==> config.mk <==
export PLATFORM = sky130hd
export DESIGN_NAME = id_ex_pipe_reg_flat
export DESIGN_NICKNAME = d
export VERILOG_FILES = /design/src/rtl/id_ex_pipe_reg_pkg.sv /design/src/rtl/id_ex_pipe_reg_if.sv /design/src/rtl/id_ex_slot.sv /design/src/rtl/id_ex_pipe_reg.sv /design/src/flat_wrapper.sv
export SDC_FILE = /design/constraint.sdc
export NUM_CORES = 1
export LEC_CHECK = 0
export BUFFER_PORTS_ARGS = -buffer_cell sky130_fd_sc_hd__buf_4
export CELL_PAD_IN_SITES_DETAIL_PLACEMENT = 1
export CELL_PAD_IN_SITES_GLOBAL_PLACEMENT = 1
export CORE_MARGIN = 8
export CORE_UTILIZATION = 25
export DETAILED_ROUTE_END_ITERATION = 7
export GPL_ROUTABILITY_DRIVEN = 1
export HOLD_SLACK_MARGIN = 0.1
export PLACE_DENSITY_LB_ADDON = 0.12
export SLEW_MARGIN = 0
export SYNTH_ARGS = -nofsm -noshare
export SYNTH_HDL_FRONTEND = slang
export SYNTH_HIERARCHICAL = 1
export SYNTH_SLANG_ARGS = --single-unit
export TNS_END_PERCENT = 5
==> constraint.sdc <==
create_clock -name clk -period 2.6 [get_ports clk]
set_input_delay 0.26 -clock clk [delete_from_list [all_inputs] [get_ports clk]]
set_output_delay 0.26 -clock clk [all_outputs]
set_load 0.05 [all_outputs]
==> src/rtl/id_ex_pipe_reg_pkg.sv <==
// ----------------------------------------------------------------------------
// id_ex_pipe_reg_pkg
// Shared constants for the ID->EX pipeline register slice.
//   PC_W_DEF / DATA_W_DEF / RADDR_W_DEF : default payload field widths
//   SHIFT_TYPE_W                        : width of the shift-type field
//   SHIFT_NONE                          : shift-type encoding for "no shift"
//   payload_w()                         : packed payload width for given widths
// Payload packing order (MSB..LSB): pc, op1, op2, word_op, shift_type, rd, rd_wen
// ----------------------------------------------------------------------------
package id_ex_pipe_reg_pkg;

    localparam int PC_W_DEF     = 64;
    localparam int DATA_W_DEF   = 64;
    localparam int RADDR_W_DEF  = 5;
    localparam int SHIFT_TYPE_W = 3;

    localparam logic [SHIFT_TYPE_W-1:0] SHIFT_NONE = 3'b000;

    // pc + op1 + op2 + word_op + shift_type + rd + rd_wen
    function automatic int payload_w(int pc_w, int data_w, int raddr_w);
        return pc_w + 2 * data_w + 1 + SHIFT_TYPE_W + raddr_w + 1;
    endfunction

endpackage

==> src/rtl/id_ex_pipe_reg_if.sv <==
// ----------------------------------------------------------------------------
// id_ex_pipe_reg_if
// Valid/ready handshake plus decoded payload between two pipeline stages.
//   valid      : producer holds an instruction
//   ready      : consumer accepts this cycle
//   pc         : instruction pc
//   op1 / op2  : operands (op1 = rs1 / shifted data, op2 = rs2/imm / shamt)
//   word_op    : RV64 *W instruction
//   shift_type : shift kind, SHIFT_NONE = no shift
//   rd / rd_wen: destination register and its write enable
// Modports: master = producer (drives valid + payload), slave = consumer.
// ----------------------------------------------------------------------------
interface id_ex_pipe_reg_if import id_ex_pipe_reg_pkg::*; #(
    parameter int PC_W    = PC_W_DEF,
    parameter int DATA_W  = DATA_W_DEF,
    parameter int RADDR_W = RADDR_W_DEF
) ();

    logic                    valid;
    logic                    ready;
    logic [PC_W-1:0]         pc;
    logic [DATA_W-1:0]       op1;
    logic [DATA_W-1:0]       op2;
    logic                    word_op;
    logic [SHIFT_TYPE_W-1:0] shift_type;
    logic [RADDR_W-1:0]      rd;
    logic                    rd_wen;

    modport master (
        output valid, pc, op1, op2, word_op, shift_type, rd, rd_wen,
        input  ready
    );

    modport slave (
        input  valid, pc, op1, op2, word_op, shift_type, rd, rd_wen,
        output ready
    );

endinterface

==> src/rtl/id_ex_slot.sv <==
// ----------------------------------------------------------------------------
// id_ex_slot
// One payload register plus its valid bit.
//   clk, rst  : clock, synchronous active-high reset (valid and payload -> 0)
//   clear_i   : flush; valid -> 0, payload ANDed with CLR_MASK
//   load_i    : capture d_i, valid -> 1
//   drain_i   : entry consumed with nothing to replace it; valid -> 0,
//               payload holds its value
//   valid_o   : entry occupied
//   q_o       : registered payload
// Priority: rst > clear_i > load_i > drain_i.
// ----------------------------------------------------------------------------
module id_ex_slot #(
    parameter int           W        = 8,
    parameter logic [W-1:0] CLR_MASK = '0
) (
    input  logic         clk,
    input  logic         rst,
    input  logic         clear_i,
    input  logic         load_i,
    input  logic         drain_i,
    input  logic [W-1:0] d_i,
    output logic         valid_o,
    output logic [W-1:0] q_o
);

    logic         valid_d, valid_q;
    logic [W-1:0] data_d,  data_q;

    always_comb begin
        valid_d = valid_q;
        data_d  = data_q;
        if (clear_i) begin
            valid_d = 1'b0;
            data_d  = data_q & CLR_MASK;
        end else if (load_i) begin
            valid_d = 1'b1;
            data_d  = d_i;
        end else if (drain_i) begin
            valid_d = 1'b0;
        end
    end

    always_ff @(posedge clk) begin
        if (rst) begin
            valid_q <= 1'b0;
            data_q  <= '0;
        end else begin
            valid_q <= valid_d;
            data_q  <= data_d;
        end
    end

    assign valid_o = valid_q;
    assign q_o     = data_q;

endmodule

==> src/rtl/id_ex_pipe_reg.sv <==
// ----------------------------------------------------------------------------
// id_ex_pipe_reg
// ID->EX pipeline register with valid/ready handshake, stall and flush.
//   clk           : rising-edge clock
//   rst           : synchronous active-high reset
//   id_ex_flush_i : drop every held entry (branch redirect / trap)
//   id_ex_in      : slave side from ID (valid, payload in; ready out)
//   id_ex_out     : master side to EX (valid, payload out; ready in)
// Word ops get op1 sign-extended from bit 31 at capture; the EX shifter
// depends on seeing the already-extended value.
// Build option: define ID_EX_SKID_EN for a two-entry (main + skid) version
// whose ready is a registered output; without it, a single entry with
// ready = ~valid | downstream ready (combinational ready path).
// ----------------------------------------------------------------------------
module id_ex_pipe_reg import id_ex_pipe_reg_pkg::*; #(
    parameter int PC_W    = PC_W_DEF,
    parameter int DATA_W  = DATA_W_DEF,
    parameter int RADDR_W = RADDR_W_DEF
) (
    input  logic             clk,
    input  logic             rst,
    input  logic             id_ex_flush_i,
    id_ex_pipe_reg_if.slave  id_ex_in,
    id_ex_pipe_reg_if.master id_ex_out
);

    localparam int PAYLOAD_W = payload_w(PC_W, DATA_W, RADDR_W);
    // rd_wen sits at bit 0; flush clears only that bit so no stale writeback
    // can be observed, everything else keeps its last value.
    localparam logic [PAYLOAD_W-1:0] CLR_MASK = {{(PAYLOAD_W-1){1'b1}}, 1'b0};

    logic [DATA_W-1:0]    op1_ext;
    logic [PAYLOAD_W-1:0] in_pl;
    logic [PAYLOAD_W-1:0] main_d;
    logic [PAYLOAD_W-1:0] main_pl;
    logic                 main_valid;
    logic                 main_load;
    logic                 main_drain;
    logic                 ready_o;
    logic                 in_fire;
    logic                 out_fire;

    assign op1_ext = id_ex_in.word_op
                   ? {{(DATA_W-32){id_ex_in.op1[31]}}, id_ex_in.op1[31:0]}
                   : id_ex_in.op1;

    assign in_pl = {id_ex_in.pc, op1_ext, id_ex_in.op2, id_ex_in.word_op,
                    id_ex_in.shift_type, id_ex_in.rd, id_ex_in.rd_wen};

    assign out_fire = main_valid & id_ex_out.ready;

`ifdef ID_EX_SKID_EN
    logic [PAYLOAD_W-1:0] skid_pl;
    logic                 skid_valid;
    logic                 skid_load;
    logic                 skid_drain;
    logic                 main_free;

    // ready depends only on skid occupancy: registered, no ready_i path.
    assign ready_o   = ~skid_valid;
    assign in_fire   = id_ex_in.valid & ready_o;
    assign main_free = ~main_valid | out_fire;

    // Skid is older than anything arriving now, so it refills main first.
    assign main_load  = main_free & (skid_valid | in_fire);
    assign main_d     = skid_valid ? skid_pl : in_pl;
    assign main_drain = out_fire;

    // Input parks in skid only while main is stuck; skid holds at most one
    // because ready drops as soon as it is occupied.
    assign skid_load  = in_fire & ~main_free;
    assign skid_drain = skid_valid & main_free;

    id_ex_slot #(.W(PAYLOAD_W), .CLR_MASK(CLR_MASK)) u_skid (
        .clk     (clk),
        .rst     (rst),
        .clear_i (id_ex_flush_i),
        .load_i  (skid_load),
        .drain_i (skid_drain),
        .d_i     (in_pl),
        .valid_o (skid_valid),
        .q_o     (skid_pl)
    );
`else
    assign ready_o    = ~main_valid | id_ex_out.ready;
    assign in_fire    = id_ex_in.valid & ready_o;
    assign main_load  = in_fire;
    assign main_d     = in_pl;
    assign main_drain = out_fire;
`endif

    id_ex_slot #(.W(PAYLOAD_W), .CLR_MASK(CLR_MASK)) u_main (
        .clk     (clk),
        .rst     (rst),
        .clear_i (id_ex_flush_i),
        .load_i  (main_load),
        .drain_i (main_drain),
        .d_i     (main_d),
        .valid_o (main_valid),
        .q_o     (main_pl)
    );

    assign id_ex_in.ready  = ready_o;
    assign id_ex_out.valid = main_valid;
    assign {id_ex_out.pc, id_ex_out.op1, id_ex_out.op2, id_ex_out.word_op,
            id_ex_out.shift_type, id_ex_out.rd, id_ex_out.rd_wen} = main_pl;

endmodule

==> src/flat_wrapper.sv <==
// flat-port wrapper written by rule: the top's interface ports become plain ports
module id_ex_pipe_reg_flat import id_ex_pipe_reg_pkg::*;
#(
    parameter int PC_W    = PC_W_DEF,
    parameter int DATA_W  = DATA_W_DEF,
    parameter int RADDR_W = RADDR_W_DEF
)
  (clk, rst, id_ex_flush_i, id_ex_in_valid, id_ex_in_pc, id_ex_in_op1, id_ex_in_op2, id_ex_in_word_op, id_ex_in_shift_type, id_ex_in_rd, id_ex_in_rd_wen, id_ex_in_ready, id_ex_out_valid, id_ex_out_pc, id_ex_out_op1, id_ex_out_op2, id_ex_out_word_op, id_ex_out_shift_type, id_ex_out_rd, id_ex_out_rd_wen, id_ex_out_ready);
  id_ex_pipe_reg_if #(.PC_W(PC_W), .DATA_W(DATA_W), .RADDR_W(RADDR_W)) id_ex_in_i ();
  id_ex_pipe_reg_if #(.PC_W(PC_W), .DATA_W(DATA_W), .RADDR_W(RADDR_W)) id_ex_out_i ();
  input  logic clk;
  input  logic rst;
  input  logic id_ex_flush_i;
  input wire logic [$bits(id_ex_in_i.valid)-1:0] id_ex_in_valid;
  input wire logic [$bits(id_ex_in_i.pc)-1:0] id_ex_in_pc;
  input wire logic [$bits(id_ex_in_i.op1)-1:0] id_ex_in_op1;
  input wire logic [$bits(id_ex_in_i.op2)-1:0] id_ex_in_op2;
  input wire logic [$bits(id_ex_in_i.word_op)-1:0] id_ex_in_word_op;
  input wire logic [$bits(id_ex_in_i.shift_type)-1:0] id_ex_in_shift_type;
  input wire logic [$bits(id_ex_in_i.rd)-1:0] id_ex_in_rd;
  input wire logic [$bits(id_ex_in_i.rd_wen)-1:0] id_ex_in_rd_wen;
  output wire logic [$bits(id_ex_in_i.ready)-1:0] id_ex_in_ready;
  output wire logic [$bits(id_ex_out_i.valid)-1:0] id_ex_out_valid;
  output wire logic [$bits(id_ex_out_i.pc)-1:0] id_ex_out_pc;
  output wire logic [$bits(id_ex_out_i.op1)-1:0] id_ex_out_op1;
  output wire logic [$bits(id_ex_out_i.op2)-1:0] id_ex_out_op2;
  output wire logic [$bits(id_ex_out_i.word_op)-1:0] id_ex_out_word_op;
  output wire logic [$bits(id_ex_out_i.shift_type)-1:0] id_ex_out_shift_type;
  output wire logic [$bits(id_ex_out_i.rd)-1:0] id_ex_out_rd;
  output wire logic [$bits(id_ex_out_i.rd_wen)-1:0] id_ex_out_rd_wen;
  input wire logic [$bits(id_ex_out_i.ready)-1:0] id_ex_out_ready;
  assign id_ex_in_i.valid = id_ex_in_valid;
  assign id_ex_in_i.pc = id_ex_in_pc;
  assign id_ex_in_i.op1 = id_ex_in_op1;
  assign id_ex_in_i.op2 = id_ex_in_op2;
  assign id_ex_in_i.word_op = id_ex_in_word_op;
  assign id_ex_in_i.shift_type = id_ex_in_shift_type;
  assign id_ex_in_i.rd = id_ex_in_rd;
  assign id_ex_in_i.rd_wen = id_ex_in_rd_wen;
  assign id_ex_in_ready = id_ex_in_i.ready;
  assign id_ex_out_valid = id_ex_out_i.valid;
  assign id_ex_out_pc = id_ex_out_i.pc;
  assign id_ex_out_op1 = id_ex_out_i.op1;
  assign id_ex_out_op2 = id_ex_out_i.op2;
  assign id_ex_out_word_op = id_ex_out_i.word_op;
  assign id_ex_out_shift_type = id_ex_out_i.shift_type;
  assign id_ex_out_rd = id_ex_out_i.rd;
  assign id_ex_out_rd_wen = id_ex_out_i.rd_wen;
  assign id_ex_out_i.ready = id_ex_out_ready;
  id_ex_pipe_reg #(.PC_W(PC_W), .DATA_W(DATA_W), .RADDR_W(RADDR_W)) u_core (.clk(clk), .rst(rst), .id_ex_flush_i(id_ex_flush_i), .id_ex_in(id_ex_in_i), .id_ex_out(id_ex_out_i));
endmodule
==> summary.md, run 1 <==
| Metric | Value |
|---|---|
| Worst-path clk slew | `approximately 0.06 ns` |
| CP Data Arrival Time | `2.06 ns` |
| Share of layout cells above drive strength 1 | `39.4%` |
| Synth async-reset ratio | `0%` |
| Max FO, Critical Path | `100` |
| Clock Sinks | `between 200 and 250` |
| GRT overflow | `0` |
| GRT Util Overall | `15.8%` |
| Antenna-violating nets left | `0` |
| Run status | `finished, final reports clean` |
| Clock root cell | `clkbuf_16` |
| Reg-to-Reg End | `u_core/u_main/q_o[168]$_SDFFE_PP0P_` |
| Worst Slack Setup Final | `0.948 ns` |
| Die extent in x | `219 um` |
| Max-slew headroom | `52.0%` |
| Final period utilization | `63.5%` |
| Crit. End Element | `register` |
| Setup TNS Final | `0 ns` |
| Synth top area share | `39.5%` |
| Clock Path Buffers | `3` |
| Crit start category | `register` |
| Hold_sp | `id_ex_in_op1[51]` |
| Hold_buf cts | `roughly 190` |
| Minimum clock period | `1.65 ns` |
| CTS buffer count | `28` |
| Wire per inst | `between 15 and 20 um` |
| Routed vias/inst | `4.56` |
| Critical Path RT | `~3 ns` |
| Maximum vdd drop | `between 0.0004 and 0.0005 V` |
| Top cells by area, synth | `dfxtp_1, nand4bb_1, nand2b_1` |
| Rows | `74` |
| Post-Route WL | `40000 um` |
| First-pass GRT wire length | `61000 um` |
| Synthesized area per cell | `10.3 um2` |
| Die ar. | `47900 um2` |
| Reg2reg setup slack | `~0.95 ns` |
| Post-synth EDFFs | `0` |
| DP HPWL | `about 26000 um` |
| Post-CTS Setup Bufs | `0` |
| Max-cap violations | `0` |
| Final Skew | `0.0175 ns` |
| RSZ-0062 raised after global routing | `false` |
| IO buf count | `410` |
| R2R depth | `5` |
| Critical path type | `reg2reg` |
| Worst skew pair latency | `0.54 ns` |
| Largest net degree at the start of global routing | `123` |
| Synth Net Count | `between 1000 and 1500` |
| #FFs+latches synth | `around 200` |
| Synthesized cell area | `about 10000 um2` |
| Hold Crit Class | `in2reg` |
| Pre-CTS setup slack | `0.910 ns` |
| Drt drc | `0` |
| Vias in the first global route | `~10000` |
| Synth area leader | `dfxtp_1` |
| Ys flop type | `dfxtp_1` |
| Routability cong. | `just over 0.7` |
| Die Ht | `219 um` |
| # IOs | `between 400 and 500` |
| Hold Path End | `u_core/u_main/q_o[125]$_SDFFE_PP0P_` |
| Nets | `1734` |
| FMAX | `~610 MHz` |
| CTS tree | `yes` |
| Initial antenna violation count | `2` |
| Area growth syn-to-layout | `58.3%` |
| Drt initial violations | `474` |
| DR pass1 iterations | `4` |
| Syn Inst Count | `997` |
| Initial Utilization | `between 20% and 30%` |
| PwrDens | `about 560 nW/um2` |
| Lkg Pwr | `6.62 nW` |
| Fin. max-slew vios | `0` |
| Final setup viols | `0` |
| Count leader, synth | `dfxtp_1` |
| Core ar. | `40700 um2` |
| Hold-critical path depth | `5` |
| Unique masters post-synth | `21` |
| DR vias | `9477` |
| CTS resizes | `0` |
| Reg-to-Reg Start | `u_core/u_main/valid_o$_SDFFE_PP0P_` |
| Top post-synthesis cells by count | `dfxtp_1, nand2b_1, nand4bb_1, o21ai_2, o21ai_1` |
| Yosys Warn Count | `6` |
| Max H-tree Level | `1` |
| Tightest Pin Transition | `approximately 0.7 ns` |
| Sequential element share of the synthesized area | `between 30% and 40%` |
| Final hold vios | `0` |
## critical path, cell delays in order (launching register included)
cell      delay, ns
dfxtp_1        0.33
nand2b_1       0.10
and2_4         0.19
nor2b_4        0.22
buf_12         0.45
o21ai_1        0.17
## layout by cell type (no fill, tap or decap)
cell,n
buf_4,413
dfxtp_1,203
nand2b_1,202
nand4bb_1,201
dlygate4sd3_1,191
o21ai_2,140
o21ai_1,91
inv_1,32
clkbuf_16,29
buf_12,12
clkbuf_8,9
clkbuf_1,7
diode_2,3
clkinv_2,2
o21ai_0,2
clkinv_4,1
nand2_2,1
and2_1,1
and2_4,1
nor2b_4,1
nor2b_1,1
nor2_1,1
o21a_1,1
mux2i_1,1
nor3_1,1
## through the flow
| stage | power [mW] | cells | hold slack [ns] | utilization [%] | area, um2 |
|---|---|---|---|---|---|
| 2_1_floorplan | 4.61 | 997 | 0.429 | - | 10300 |
| 3_3_place_gp | 5.25 | 1838 | 0.452 | 33.1 | 13500 |
| 3_5_place_dp | 5.26 | 1838 | 0.457 | 33.1 | 13500 |
| 4_1_cts | 9.29 | 2076 | 0.102 | 40.0 | 16300 |
| 5_1_grt | 9.53 | 2078 | 0.127 | 40.0 | 16300 |
| 6_report | 9.09 | 2079 | 0.133 | 40.0 | 16300 |
## report_power, final
part	total [mW]	switching (mW)	internal, mW
registers	3.36	0.0877	3.27
clock network	3.67	1.43	2.24
logic	2.06	1.17	0.889
total	9.09	2.69	6.40
## state kept, by name (all words and copies together) (netlist names)
name	flops
u_core/u_main/q_o	202
u_core/u_main/valid_o	1
## worst max path at each step
| stage | start | endpoint | slack [ns] |
|---|---|---|---|
| global route | u_core/u_main/valid_o$_SDFFE_PP0P_ | u_core/u_main/q_o[150]$_SDFFE_PP0P_ | 0.83 |
| detailed placement | id_ex_out_ready | u_core/u_main/q_o[157]$_SDFFE_PP0P_ | 0.91 |
| floorplan | u_core/u_main/valid_o$_SDFFE_PP0P_ | u_core/u_main/q_o[100]$_SDFFE_PP0P_ | 0.56 |
| finish | u_core/u_main/valid_o$_SDFFE_PP0P_ | u_core/u_main/q_o[168]$_SDFFE_PP0P_ | 0.95 |
| global placement | id_ex_out_ready | u_core/u_main/q_o[57]$_SDFFE_PP0P_ | 0.94 |
| CTS | u_core/u_main/valid_o$_SDFFE_PP0P_ | u_core/u_main/q_o[176]$_SDFFE_PP0P_ | 0.93 |
## final cells by class
cell class	instances	area [um2]
diodes	3	7.51
clock buffers	44	862
clock inverters	3	18.8
fillers	4575	24400
inverters	32	120
multi-input cells	645	5290
flip-flops and latches	203	4060
well taps	532	666
repair buffers	617	5270
## routing by layer
layer	share of wire, %	vias up	track usage (%)	routed length, um
li1	-	4621	-	-
met1	41	4507	19.1	16600
met2	46	282	25.6	18600
met3	8.0	67	5.34	3200
met4	4.2	0	6.21	1690
met5	0	-	0	0
## cell families (layout without fill, tap and decap cells)
kind of cell / count (synthesis) / after routing / synth area share (%)
other cells: 0 / 3 / 0
simple gates: 410 / 410 / 34.7
mux: 1 / 1 / 0.0972
buf+inv: 149 / 696 / 9.19
flops: 203 / 203 / 39.5
compound gates: 234 / 234 / 16.5
(Power assumes the default switching activity.)
==> run 2: changes to the inputs <==
==> constraint.sdc (replaced) <==
create_clock -name clk -period 1.58 [get_ports clk]
set_input_delay 0.158 -clock clk [delete_from_list [all_inputs] [get_ports clk]]
set_output_delay 0.158 -clock clk [all_outputs]
set_load 0.05 [all_outputs]
==> run 2 against run 1 <==
  * Global-route usage grew 0.16 points
  * Clock skew shrank 0.011 ns
  * Die area is the same
==> summary.md, run 2 (synthesis results as in run 1) <==
| Metric | Value |
|---|---|
| DR vias | `9543 (+0.70%)` |
| Tightest Pin Transition | `0.526 ns (-0.194 ns)` |
| Area growth syn-to-layout | `62.7%` |
| Routed vias/inst | `4.52 (-0.83%)` |
| CTS tree | `yes` |
| Antenna-violating nets left | `0 (unchanged)` |
| Share of layout cells above drive strength 1 | `40.0% (+0.57 points)` |
| Crit. End Element | `register` |
| Commonest non-fill, non-tap cell in the layout | `buf_4` |
| Nets | `1764 (+1.7%)` |
| Final Core Density | `41.1% (+1.1 points)` |
| Critical path type | `reg2reg` |
| Max-slew headroom | `64.9% (+13 points)` |
| Worst skew pair latency | `0.54 ns (about the same)` |
| Core ar. | `40700 um2 (unchanged)` |
| First-pass GRT wire length | `61900 um (+1.4%)` |
| Lkg Pwr | `6.83 nW (+3.2%)` |
| Routability cong. | `0.704 (-1.0%)` |
| Placed instance area | `13800 um2 (+2.4%)` |
| Fin. max-slew vios | `0 (unchanged)` |
| IO buf count | `410 (unchanged)` |
| Clock Path Buffers | `3 (unchanged)` |
| GRT Util Overall | `16.0% (+0.16 points)` |
| Wire per inst | `19.3 um (about the same)` |
| Minimum clock period | `1.43 ns (-0.221 ns)` |
| Largest stage delay on the critical path | `0.33 ns (-0.12 ns)` |
| Largest net degree at the start of global routing | `97 (-21%)` |
| Die ar. | `47900 um2 (unchanged)` |
| # IOs | `411 (unchanged)` |
| Slowest-stage cell, CP | `dfxtp_2` |
| Final setup viols | `0 (unchanged)` |
| Reg2reg setup slack | `0.15 ns (-0.80 ns)` |
| Post-Route WL | `40700 um (+1.6%)` |
| CTS buffer count | `27 (-3.6%)` |
| Vias in the first global route | `10500 (+1.5%)` |
| Run status | `finished, final reports clean` |
| Hold Crit Class | `in2reg` |
| Power, Total | `15.3 mW (+68%)` |
| Clock Sinks | `203 (unchanged)` |
| Final Skew | `0.00687 ns (-0.0106 ns)` |
| Die Ht | `219 um (unchanged)` |
| RSZ-0062 raised after global routing | `false` |
| Most frequent cells in the layout | `buf_4, dlygate4sd3_1, dfxtp_1` |
| R2R depth | `6 (+1)` |
| GRT overflow | `0 (unchanged)` |
| Max H-tree Level | `1 (unchanged)` |
| Setup TNS Final | `0 ns (unchanged)` |
| Critical Path RT | `2.05 ns (-0.95 ns)` |
| Worst-path clk slew | `0.06 ns (about the same)` |
| Reg-to-Reg Start | `u_core/u_main/valid_o$_SDFFE_PP0P_` |
| Drt drc | `0 (unchanged)` |
| DR pass1 iterations | `4 (unchanged)` |
| Post-route cell area | `16700 um2 (+2.8%)` |
| Final hold vios | `0 (unchanged)` |
| Max-cap violations | `0 (unchanged)` |
| CP endpoint | `u_core/u_main/q_o[160]$_SDFFE_PP0P_` |
| Drt initial violations | `458 (-3.4%)` |
| Worst setup startpoint | `u_core/u_main/valid_o$_SDFFE_PP0P_` |
| Maximum vdd drop | `0.000713 V (+76%)` |
| CP Data Arrival Time | `1.90 ns (-0.16 ns)` |
| DP HPWL | `27300 um (+4.5%)` |
| Die extent in x | `219 um (unchanged)` |
| Initial Utilization | `25.3% (unchanged)` |
| CP Cell Sequence | `nand2b_4, and2_4, buf_12, buf_4, nand4bb_1, o21ai_1` |
| Clock root cell | `clkbuf_16` |
| PwrDens | `913 nW/um2 (+64%)` |
| Max FO, Critical Path | `47 (-53%)` |
| Number of fill cells in the layout | `4522 (-1.2%)` |
| Initial antenna violation count | `1 (-1)` |
| FMAX | `699 MHz (+15%)` |
| Final period utilization | `90.6% (+27 points)` |
| Rows | `74 (unchanged)` |
| Crit start category | `register` |
| Largest register FFs | `202 (unchanged)` |
| Reg-to-Reg End | `u_core/u_main/q_o[160]$_SDFFE_PP0P_` |
==> run 2: worst max-delay path, delay by kind of cell, from the launching register on <==
kind / cells / cell delay [ns]
AOI/OAI and AO/OA: 1 / 0.10
buffers and inverters: 2 / 0.53
DFF: 1 / 0.33
and+or+nand+nor: 3 / 0.37
==> run 2: how the worst min path moves through the flow <==
stage / depth (start not counted) / end / from / slack [ns]
6_report: 4 / u_core/u_main/q_o[119]$_SDFFE_PP0P_ / id_ex_in_word_op / 0.13
3_5_place_dp: 3 / u_core/u_main/q_o[157]$_SDFFE_PP0P_ / id_ex_in_pc[19] / 0.43
5_1_grt: 4 / u_core/u_main/q_o[125]$_SDFFE_PP0P_ / id_ex_in_word_op / 0.14
3_3_place_gp: 3 / u_core/u_main/q_o[187]$_SDFFE_PP0P_ / id_ex_in_pc[49] / 0.42
2_1_floorplan: 2 / u_core/u_main/q_o[138]$_SDFFE_PP0P_ / id_ex_in_pc[0] / 0.33
4_1_cts: 4 / u_core/u_main/q_o[125]$_SDFFE_PP0P_ / id_ex_in_word_op / 0.11
==> run 2: layer usage <==
metal / global-route usage (%) / routed length, um
met2: 27.3 / 19500
met1: 18.9 / 17000
met5: 0 / 0
met3: 4.86 / 3070
met4: 4.94 / 1120
==> run 2: per-stage QoR <==
step | cells | setup WS, ns | hold WS [ns]
final | 2111 | 0.149 | 0.132
after CTS | 2109 | 0.156 | 0.108
after detailed placement | 1856 | 0.160 | 0.435
after global placement | 1856 | 0.179 | 0.425
after floorplan | 997 | 0.0332 | 0.327
after global routing | 2110 | 0.0621 | 0.141
==> run 2: repair_timing <==
item	4_1_cts	5_1_grt
hold buffers	204	0
hold endpoints to repair	202	0
setup buffers	0	0
resized for setup	0	0
==> run 2: layout make-up <==
class,instances,area (um2),share of cell area [%]
Clock inverter,11,136,0.814
Antenna cell,2,5.00,0.0299
Multi-Input combinational cell,645,5290,31.6
Timing Repair Buffer,648,5710,34.1
Clock buffer,38,757,4.52
Tap cell,532,666,3.97
Inverter,32,120,0.717
Sequential cell,203,4070,24.3
==> run 2: where the power goes <==
group | total [mW] | switching [mW] | internal (mW)
clock network | 6.24 | 2.42 | 3.81
logic | 3.52 | 1.96 | 1.56
registers | 5.53 | 0.147 | 5.38
==> run 3: changes to the inputs <==
--- a/config.mk
+++ b/config.mk
@@ -5,6 +5,7 @@
 export SDC_FILE = /design/constraint.sdc
 export NUM_CORES = 1
 export LEC_CHECK = 0
+export ABC_AREA = 1
 export BUFFER_PORTS_ARGS = -buffer_cell sky130_fd_sc_hd__buf_4
 export CELL_PAD_IN_SITES_DETAIL_PLACEMENT = 1
 export CELL_PAD_IN_SITES_GLOBAL_PLACEMENT = 1
==> run 3 against run 2 <==
  * Area after synthesis decreased by 12%
  * Global-route usage increased by 1.8 points
  * Critical path depth fell by 3
  * Non-clock buffer count rose by 6
  * Design area shrank 6.0%
  * Routed wire length fell by 0.45%
  * First-iteration DRC count is 33% lower
  * Sequential power increased by 3%
  * Sequential cell count did not move
  * Synthesized cell count grew 39%
  * Power up 3.2%
  * Critical endpoint is now id_ex_in_ready
  * Largest cell class unchanged
==> summary.md, run 3 <==
| Metric | Value |
|---|---|
| Run status | `finished, final reports clean` |
| Final Skew | `0.0142 ns (+0.00732 ns)` |
| DR vias | `10500 (+10%)` |
| Rows | `70 (-5.4%)` |
| Post-synth EDFFs | `0 (unchanged)` |
| Critical Path RT | `1.42 ns (-0.63 ns)` |
| CTS buffer count | `27 (unchanged)` |
| Most frequent cells in the layout | `buf_4, nor2_1, inv_1` |
| Minimum clock period | `1.49 ns (+0.0609 ns)` |
| RSZ-0062 raised after global routing | `false` |
| Core ar. | `36200 um2 (-11%)` |
| Final period utilization | `94.4% (+3.9 points)` |
| IO buf count | `410 (unchanged)` |
| Post-Route WL | `40500 um (-0.45%)` |
| Worst path most repeated cell | `buf_4` |
| Post-CTS Setup Bufs | `0 (unchanged)` |
| PwrDens | `1000 nW/um2 (+9.8%)` |
| Hold Crit Class | `in2reg` |
| Max-cap violations | `0 (unchanged)` |
| First-pass GRT wire length | `60700 um (-1.9%)` |
| Hold_sp | `id_ex_in_op1[63]` |
| Reg-to-Reg End | `u_core/u_main/q_o[28]$_SDFFE_PP0P_` |
| DR pass1 iterations | `4 (unchanged)` |
| CP Cell Sequence | `buf_4, nand2_1, buf_4` |
| Initial antenna violation count | `4 (+3)` |
| Synth top area share | `44.7% (+5.2 points)` |
| Tightest Pin Transition | `0.450 ns (-0.0763 ns)` |
| Commonest non-fill, non-tap cell in the layout | `buf_4` |
| Lkg Pwr | `8.26 nW (+21%)` |
| Synth Net Count | `1592 (+32%)` |
| Hold Path End | `u_core/u_main/q_o[137]$_SDFFE_PP0P_` |
| Critical path type | `reg2out` |
| Largest net degree at the start of global routing | `86 (-11%)` |
| Die extent in x | `207 um (-5.6%)` |
| Crit. End Element | `output pin` |
| DP HPWL | `27800 um (+2.0%)` |
| Nets | `2180 (+24%)` |
| Vias in the first global route | `10900 (+3.7%)` |
| # IOs | `411 (unchanged)` |
| Final setup viols | `0 (unchanged)` |
| Routability cong. | `0.752 (+6.8%)` |
| Clock root cell | `clkbuf_16` |
| Largest register FFs | `202 (unchanged)` |
| Die Ht | `207 um (-5.6%)` |
| CTS tree | `yes` |
| Hold-critical path depth | `7 (+3)` |
| Crit start category | `register` |
| Largest stage delay on the critical path | `0.38 ns (+0.05 ns)` |
| Max FO, Critical Path | `4 (-91%)` |
| Slowest-stage cell, CP | `dfxtp_1` |
| Count leader, synth | `nor2_1` |
| Final hold vios | `0 (unchanged)` |
| Max H-tree Level | `1 (unchanged)` |
| Share of layout cells above drive strength 1 | `26.6% (-13 points)` |
| Synth async-reset ratio | `0% (unchanged)` |
| Worst skew pair latency | `0.52 ns (-0.02 ns)` |
| Antenna-violating nets left | `0 (unchanged)` |
| Hold_buf cts | `203 (-0.49%)` |
| Maximum vdd drop | `0.000658 V (-7.7%)` |
| #FFs+latches synth | `203 (unchanged)` |
| GRT Util Overall | `17.8% (+1.8 points)` |
| Initial Utilization | `25.1% (-0.13 points)` |
| Routed vias/inst | `4.26 (-5.8%)` |
| CTS resizes | `0 (unchanged)` |
| Top cells by area, synth | `dfxtp_1, nor2_1, nand3_1` |
| Top post-synthesis cells by count | `nor2_1, inv_1, nand2_1, dfxtp_1, nand3_1` |
| Clock Sinks | `203 (unchanged)` |
| Fin. max-slew vios | `0 (unchanged)` |
| Reg2reg setup slack | `0.14 ns (about the same)` |
| Synth area leader | `dfxtp_1` |
| GRT overflow | `0 (unchanged)` |
| R2R depth | `7 (+1)` |
| Sequential element share of the synthesized area | `44.7% (+5.2 points)` |
| Drt drc | `0 (unchanged)` |
| Setup TNS Final | `0 ns (unchanged)` |
| FMAX | `670 MHz (-4.1%)` |
| Clock Path Buffers | `3 (unchanged)` |
| Area growth syn-to-layout | `73.1%` |
| Worst-path clk slew | `0.06 ns (about the same)` |
| Ys flop type | `dfxtp_1` |
| Syn Inst Count | `1385 (+39%)` |
| Synthesized cell area | `9090 um2 (-12%)` |
| Reg-to-Reg Start | `u_core/u_main/valid_o$_SDFFE_PP0P_` |
| Wire per inst | `16.4 um (-15%)` |
| Unique masters post-synth | `16 (-24%)` |
| Die ar. | `42700 um2 (-11%)` |
| Yosys Warn Count | `6 (unchanged)` |
| WHS | `0.139 ns (+0.00686 ns)` |
| CP Data Arrival Time | `1.33 ns (-0.57 ns)` |
| Drt initial violations | `307 (-33%)` |
| Synthesized area per cell | `6.56 um2 (-36%)` |
| Max-slew headroom | `70.0% (+5.1 points)` |
==> run 3: power breakdown <==
part / switching [mW] / internal, mW / total (mW)
logic: 2.57 / 1.63 / 4.20
clock network: 2.33 / 3.57 / 5.90
registers: 0.195 / 5.48 / 5.67
total: 5.09 / 10.7 / 15.8
==> run 3: layout make-up <==
| class | count | area, um2 |
|---|---|---|
| Fill cell | 4506 | 20400 |
| Timing Repair Buffer | 654 | 5700 |
| Sequential cell | 203 | 4060 |
| Multi-Input combinational cell | 847 | 3610 |
| Inverter | 240 | 911 |
| Clock buffer | 40 | 785 |
| Tap cell | 468 | 586 |
| Clock inverter | 8 | 71.3 |
| Antenna cell | 4 | 10.0 |
==> run 3: kinds of logic (layout without fill, tap and decap cells) <==
family                 count (synthesis)  after routing  share of synthesized area [%]
DFF                                  203            203                           44.7
and+or+nand+nor                      812            812                           36.3
other                                  0              4                              0
buffers and inverters                335            942                           15.8
AOI/OAI and AO/OA                     35             35                           3.17
==> run 3: worst max-delay path: cells and delay by family (launching register included) <==
kind	cells	cell delay [ns]
buf+inv	2	0.35
simple gates	1	0.08
flops	1	0.38
==> run 3: how the worst max path moves through the flow <==
stage                                                  start                                  end
after floorplan           u_core/u_main/valid_o$_SDFFE_PP0P_  u_core/u_main/q_o[100]$_SDFFE_PP0P_
after global placement    u_core/u_main/valid_o$_SDFFE_PP0P_  u_core/u_main/q_o[192]$_SDFFE_PP0P_
after detailed placement  u_core/u_main/valid_o$_SDFFE_PP0P_   u_core/u_main/q_o[81]$_SDFFE_PP0P_
after CTS                 u_core/u_main/valid_o$_SDFFE_PP0P_                       id_ex_in_ready
after global routing      u_core/u_main/valid_o$_SDFFE_PP0P_                       id_ex_in_ready
final                     u_core/u_main/valid_o$_SDFFE_PP0P_                       id_ex_in_ready
==> run 3: layer usage <==
layer | wire length, um | up-vias | global-route usage, %
met4 | 1570 | 0 | 6.69
met2 | 19800 | 274 | 31.6
met1 | 16600 | 4867 | 20.4
met3 | 2510 | 70 | 4.35
met5 | 0 | - | 0
li1 | - | 5286 | -
==> run 3: through the flow <==
step | power, mW | worst slack (ns) | area [um2] | instances | utilization, %
2_1_floorplan | 8.09 | 0.00612 | 9090 | 1385 | -
3_3_place_gp | 9.53 | 0.217 | 12800 | 2209 | 35.5
3_5_place_dp | 9.58 | 0.174 | 12800 | 2209 | 35.5
4_1_cts | 16.1 | 0.0295 | 15700 | 2460 | 43.5
5_1_grt | 16.5 | 0.0146 | 15700 | 2463 | 43.5
6_report | 15.8 | 0.0884 | 15700 | 2464 | 43.5
